**config.mk**
```make
export PLATFORM = sky130hd
export DESIGN_NAME = fp_square
export DESIGN_NICKNAME = d
export VERILOG_FILES = /design/src/rtl/fp_pkg.sv /design/src/rtl/fp_mant_mul_seq.sv /design/src/rtl/fp_square.sv
export SDC_FILE = /design/constraint.sdc
export NUM_CORES = 1
export LEC_CHECK = 0
export ABC_CLOCK_PERIOD_IN_PS = 5100
export BUFFER_PORTS_ARGS = -buffer_cell sky130_fd_sc_hd__buf_2
export CAP_MARGIN = 20
export CORE_MARGIN = 5
export CORE_UTILIZATION = 56
export CTS_BUF_LIST = sky130_fd_sc_hd__clkbuf_8 sky130_fd_sc_hd__clkbuf_16
export CTS_CLUSTER_DIAMETER = 40
export DETAILED_ROUTE_END_ITERATION = 10
export GPL_ROUTABILITY_DRIVEN = 0
export PLACE_DENSITY = 0.85
export SLEW_MARGIN = 20
export SYNTH_ARGS = -nofsm -noshare
export SYNTH_HDL_FRONTEND = slang
export SYNTH_SLANG_ARGS = --single-unit
```
**constraint.sdc**
```tcl
create_clock -name clk -period 5.1 [get_ports clk]
set_input_delay 0.765 -clock clk [delete_from_list [all_inputs] [get_ports clk]]
set_output_delay 0.765 -clock clk [all_outputs]
set_load 0.05 [all_outputs]
```
**src/rtl/fp_pkg.sv**
```systemverilog
// Shared IEEE-754 single-precision definitions for the square and square-root blocks.
// Holds field widths, canonical special encodings and operand classification.
package fp_pkg;

    localparam int FP_BIAS = 127;
    localparam int EXP_W   = 8;
    localparam int FRAC_W  = 23;

    localparam logic [31:0] QNAN    = 32'h7FC00000;
    localparam logic [31:0] POS_INF = 32'h7F800000;

    typedef enum logic [1:0] {
        ZERO,
        NORMAL,
        INF,
        NAN
    } fp_class_e;

    // Denormals are flushed, so a zero exponent field always classifies as ZERO.
    function automatic fp_class_e fp_classify(input logic [EXP_W-1:0] exp_f,
                                              input logic [FRAC_W-1:0] frac_f);
        fp_class_e cls;
        if (exp_f == '0) begin
            cls = ZERO;
        end else if (exp_f == '1) begin
            cls = (frac_f != '0) ? NAN : INF;
        end else begin
            cls = NORMAL;
        end
        return cls;
    endfunction

endpackage

```
**src/rtl/fp_mant_mul_seq.sv**
```systemverilog
// Sequential shift-add significand multiplier: one partial product per cycle.
// product/valid hold their value until the next load.
module fp_mant_mul_seq #(
    parameter int MANT_W = 24,
    parameter int STEPS  = 24
) (
    input  logic                  clk,
    input  logic                  rst,
    input  logic                  load,
    input  logic [MANT_W-1:0]     a,
    input  logic [MANT_W-1:0]     b,
    output logic [2*MANT_W-1:0]   product,
    output logic                  valid
);

    localparam int CNT_W = $clog2(STEPS);
    localparam logic [CNT_W-1:0] LAST = CNT_W'(STEPS - 1);

    logic [2*MANT_W-1:0] mcand;
    logic [MANT_W-1:0]   mplier;
    logic [CNT_W-1:0]    count;
    logic                running;

    always_ff @(posedge clk) begin
        if (rst) begin
            product <= '0;
            mcand   <= '0;
            mplier  <= '0;
            count   <= '0;
            running <= 1'b0;
            valid   <= 1'b0;
        end else if (load) begin
            product <= '0;
            mcand   <= {{MANT_W{1'b0}}, a};
            mplier  <= b;
            count   <= '0;
            running <= 1'b1;
            valid   <= 1'b0;
        end else if (running) begin
            // mcand is pre-shifted, so step k adds a<<k when bit k of b is set
            if (mplier[0]) begin
                product <= product + mcand;
            end
            mcand  <= mcand << 1;
            mplier <= mplier >> 1;
            count  <= count + 1'b1;
            if (count == LAST) begin
                running <= 1'b0;
                valid   <= 1'b1;
            end
        end
    end

endmodule

```
**src/rtl/fp_square.sv**
```systemverilog
// Iterative single-precision squarer y = x*x with a fixed start-to-done latency.
// Special operands run the full multiply so every result takes the same time.
module fp_square
    import fp_pkg::*;
#(
    parameter int DATAWIDTH = 32,
    parameter int MANT_W    = 24,
    parameter int LATENCY   = 26
) (
    input  logic                 clk,
    input  logic                 rst,
    input  logic                 start,
    input  logic [DATAWIDTH-1:0] data_i,
    output logic [DATAWIDTH-1:0] data_o,
    output logic                 done,
    output logic                 busy
);

    localparam int PW = 2 * MANT_W;

    typedef enum logic [1:0] {
        IDLE,
        MUL,
        NORM,
        DONE
    } state_e;

    state_e              state;
    state_e              next_state;
    logic                mul_load;
    logic                mul_valid;
    logic [PW-1:0]       product;
    logic [MANT_W-1:0]   sig_i;
    logic [EXP_W-1:0]    exp_q;
    fp_class_e           cls_q;
    logic [DATAWIDTH-1:0] result;
    logic                sign_unused;

    // Squaring discards the operand sign; it is never consulted.
    assign sign_unused = data_i[DATAWIDTH-1];

    assign sig_i = {(data_i[FRAC_W +: EXP_W] != '0), data_i[FRAC_W-1:0]};

    // Normalise the 48-bit product, round to nearest-even, then range-check the exponent.
    function automatic logic [31:0] norm_round(input logic [PW-1:0] p,
                                               input logic [EXP_W-1:0] e_b);
        logic signed [9:0]  e;
        logic [MANT_W-2:0]  mant;
        logic               guard;
        logic               sticky;
        logic [MANT_W-1:0]  m_r;
        logic [31:0]        res;
        e = $signed({1'b0, e_b, 1'b0}) - $signed(10'(FP_BIAS));
        if (p[PW-1]) begin
            mant   = p[PW-2:MANT_W];
            guard  = p[MANT_W-1];
            sticky = |p[MANT_W-2:0];
            e      = e + 10'sd1;
        end else begin
            mant   = p[PW-3:MANT_W-1];
            guard  = p[MANT_W-2];
            sticky = |p[MANT_W-3:0];
        end
        m_r = {1'b0, mant} + {{(MANT_W-1){1'b0}}, guard & (sticky | mant[0])};
        // A carry out leaves the fraction all zeros; only the exponent moves.
        if (m_r[MANT_W-1]) begin
            e = e + 10'sd1;
        end
        if (e >= 10'sd255) begin
            res = POS_INF;
        end else if (e <= 10'sd0) begin
            res = 32'h0;
        end else begin
            res = {1'b0, e[7:0], m_r[MANT_W-2:0]};
        end
        return res;
    endfunction

    fp_mant_mul_seq #(
        .MANT_W (MANT_W),
        .STEPS  (LATENCY - 2)
    ) u_mul (
        .clk     (clk),
        .rst     (rst),
        .load    (mul_load),
        .a       (sig_i),
        .b       (sig_i),
        .product (product),
        .valid   (mul_valid)
    );

    always_comb begin
        next_state = state;
        mul_load   = 1'b0;
        case (state)
            IDLE: begin
                if (start) begin
                    next_state = MUL;
                    mul_load   = 1'b1;
                end
            end
            MUL: begin
                if (mul_valid) begin
                    next_state = NORM;
                end
            end
            NORM:    next_state = DONE;
            DONE:    next_state = IDLE;
            default: next_state = IDLE;
        endcase
    end

    always_comb begin
        result = '0;
        case (cls_q)
            ZERO:    result = '0;
            INF:     result = POS_INF;
            NAN:     result = QNAN;
            default: result = norm_round(product, exp_q);
        endcase
    end

    always_ff @(posedge clk) begin
        if (rst) begin
            state  <= IDLE;
            exp_q  <= '0;
            cls_q  <= ZERO;
            data_o <= '0;
        end else begin
            state <= next_state;
            if (mul_load) begin
                exp_q <= data_i[FRAC_W +: EXP_W];
                cls_q <= fp_classify(data_i[FRAC_W +: EXP_W], data_i[FRAC_W-1:0]);
            end
            if (state == NORM) begin
                data_o <= result;
            end
        end
    end

    assign done = (state == DONE);
    assign busy = (state != IDLE);

endmodule

```
==> results.sh <==
export IMPL_route_met2_wl_mm=12.06
export IMPL_synth_commonest_cells="170 x dfxtp_1, 148 x nand2_1, 147 x a21oi_1"
export IMPL_grt_overflow_total=0
export IMPL_die_area_sq_um=21330
export IMPL_drive_gt1_share_pct=10.19
export IMPL_drv_cap=0
export IMPL_r2r_start="u_mul.product[47]"
export IMPL_power_switching_mw=1.396
export IMPL_crit_start="u_mul.product[47]"
export IMPL_cts_resized_gates=0
export IMPL_clkPwrFrac_pct=32.5
export IMPL_tightest_slew_ns=0.9272
export IMPL_clk_latency_ns=0.44
export IMPL_fin_crit_sh_pct=82.35
export IMPL_max_freq_mhz=238.1
export IMPL_dr_pass1_iters=5
export IMPL_yosys_top_cells_area="dfxtp_1 33%, mux2i_1 8.6%, a21oi_1 7.1%"
export IMPL_status="finished, final reports clean"
export IMPL_rows=49
export IMPL_p_per_area_nw_per_um2=351.3
export IMPL_ctsRootBufferMaster="clkbuf_16"
export IMPL_clkTransAtPathRegs_ns=0.07
export IMPL_clockBufferDepth=2
export IMPL_wl_per_cell_um=16.32
export IMPL_hold_viol_final=0
export IMPL_fin_skew_ns=0.01018
export IMPL_cp_end_kind="flop"
export IMPL_r2r_slack_ns=0.90
export IMPL_hold_ws_ns=0.4742
export IMPL_synth_area_sq_um=10370
export IMPL_ys_async_sr_fraction_pct=0
export IMPL_yosysTopAreaCellShare_pct=32.83
export IMPL_place_area_sq_um=10770
export IMPL_totalWireLength_mm=24.87
export IMPL_crit_arrival_ns=4.58
export IMPL_io_pins=69
export IMPL_period_needed_ns=4.200
export IMPL_hold_path_end="u_mul.product[8]"
export IMPL_switching_share_pct=34.99
export IMPL_synthCells=1260
export IMPL_grt_max_degree=73
export IMPL_met1_length_mm=10.97
export IMPL_synth_top_cell_by_area="dfxtp_1"
export IMPL_hold_buffers=0
export IMPL_drt_iter0_drc=616
export IMPL_diodes=0
export IMPL_yosysMostFrequentCell="dfxtp_1"
export IMPL_combPwrFrac_pct=25.8
export IMPL_setup_tns_final_ns=0
export IMPL_cts_tree="yes"
export IMPL_post_cts_buffers=0
export IMPL_avgViaCountPerCell=6.098
export IMPL_place_inst=1492
export IMPL_finish_instance_area_sq_um=11360
export IMPL_top_layer="met4"
export IMPL_ys_flop_type="dfxtp_1"
export IMPL_port_buffers=66
export IMPL_hold_start="u_mul.product[8]"
export IMPL_r2r_cells=13
export IMPL_cp_required_ns=5.48
export IMPL_initial_core_util_pct=57.32
export IMPL_drv_slew=0
export IMPL_syn_to_final_growth_pct=9.547
export IMPL_cts_htree_levels=4
export IMPL_internal_power_mw=2.593
export IMPL_min_path_type="flop to flop"
export IMPL_seqPwrFrac_pct=41.7
export IMPL_grt_pass1_wl_mm=41.02
export IMPL_crit_type="flop to flop"
export IMPL_clock_sinks=170
export IMPL_hpwl_mm=17.96
export IMPL_antenna_found_initial=0
export IMPL_antenna_left=0
export IMPL_power_leakage_nw=4.660
export IMPL_num_nets_final=1376
export IMPL_max_slew_margin_pct=37.81
export IMPL_met3_length_mm=1.185
export IMPL_nFillCells=1482
export IMPL_grt_util_all_layers_pct=22.60
export IMPL_yosysWarnings=0
export IMPL_vdd_drop_max_uv=299.3
export IMPL_ys_ff_latch=170
export IMPL_stdcell_count=1524
export IMPL_worst_setup_path_start_kind="flop"
export IMPL_grt_pass1_vias=8617
export IMPL_synth_yosys_seq_area_share_pct=32.83
export IMPL_hold_depth=2
export IMPL_dr_total_vias=9293
export IMPL_mappedNetlistNets=1354
export IMPL_rsz0062_at_grt="no"
export IMPL_cp_max_fo=52
export IMPL_post_route_drc_count=0
export IMPL_synth_edff_count=0
export IMPL_syn_avg_cell_area_sq_um=8.227
export IMPL_die_h_um=146.1
export IMPL_coreArea_sq_um=18090
export IMPL_rr_endpoint="data_o[21]"
export IMPL_cts_buffers=17
export IMPL_die_w_um=146.1
export IMPL_ys_types=74
export IMPL_final_setup_viol_count=0
through the flow:
step	util [%]	power (mW)	worst slack [ns]
floorplan	-	2.459	0.7557
global placement	59.53	2.659	1.169
detailed placement	59.53	2.699	1.007
CTS	62.79	3.997	0.9545
global route	62.79	4.191	0.6357
finish	62.79	3.989	0.9001
layer usage:
metal,vias to the layer above,global-route usage (%)
li1,4624,-
met1,4352,28.68
met2,276,38.52
met3,41,3.595
met4,0,9.172
met5,-,0
flip-flops by register name (all words and copies together) (netlist names):
| signal | flops |
|---|---|
| u_mul.mplier | 24 |
| exp_q | 8 |
| u_mul.count | 5 |
| u_mul.valid | 1 |
| u_mul.running | 1 |
| data_o | 31 |
| cls_q | 2 |
| u_mul.product | 48 |
| state | 2 |
| u_mul.mcand | 48 |
critical path, cell delays in order (launching register included):
cell and delay, ns:
dfxtp_2 0.50, buf_4 0.52, and2_1 0.25, o2111a_1 0.25, nand3b_1 0.13, nor4_4 0.41
nor4b_4 0.41, mux2i_1 0.23, nor2_1 0.05, a31oi_1 0.31, o311ai_4 0.18, nor3_2 0.40
buf_4 0.31, a22o_1 0.17
power groups by stage:
stage / registers [mW] / logic, mW / clock network (mW)
after floorplan: 1.61 / 0.844 / 0
after global placement: 1.68 / 0.981 / 0
after detailed placement: 1.69 / 1.01 / 0
after CTS: 1.66 / 1.02 / 1.32
after global routing: 1.68 / 1.13 / 1.37
final: 1.66 / 1.03 / 1.30
layout by cell type, fill, tap and decap left out, drive strengths merged, types with 13 or more instances in the layout:
| master | count |
|---|---|
| a31oi | 20 |
| xor2 | 25 |
| nand2 | 150 |
| nand4 | 14 |
| a21o | 40 |
| nor2 | 79 |
| mux2i | 89 |
| nor2b | 19 |
| buf | 77 |
| nand3 | 31 |
| xnor2 | 43 |
| nor3 | 20 |
| ha | 58 |
| nor4 | 15 |
| a21oi | 147 |
| dfxtp | 170 |
| clkbuf | 18 |
| inv | 33 |
| o21ai | 73 |
| a22o | 23 |
| and3 | 13 |
| a211oi | 16 |
worst max path at each step:
stage,endpoint,slack [ns],depth (start not counted)
floorplan,data_o[20],0.76,17
global placement,data_o[21],1.17,13
detailed placement,data_o[3],1.01,13
CTS,data_o[3],0.95,13
global route,data_o[3],0.64,13
finish,data_o[21],0.90,13
area by class of cell:
cell class / count / area [sq um] / share of cell area (%)
Inverter: 25 / 93.84 / 0.8264
Clock buffer: 18 / 439.2 / 3.867
Clock inverter: 14 / 150.1 / 1.322
Multi-Input combinational cell: 991 / 6565 / 57.81
Sequential cell: 170 / 3408 / 30.01
Tap cell: 229 / 286.5 / 2.523
Timing Repair Buffer: 77 / 412.9 / 3.636
kinds of logic after synthesis:
group | Yosys count | synth area share, %
AND/OR/NAND/NOR | 390 | 18.25
AO/OA/AOI/OAI | 381 | 23.14
flip-flops | 170 | 32.83
buffers and inverters | 99 | 3.886
multiplexers | 92 | 8.920
XOR/XNOR | 68 | 5.745
adder cells (fa/ha/maj) | 59 | 7.194
other | 1 | 0.03618
Power figures use the tool's default switching activity.
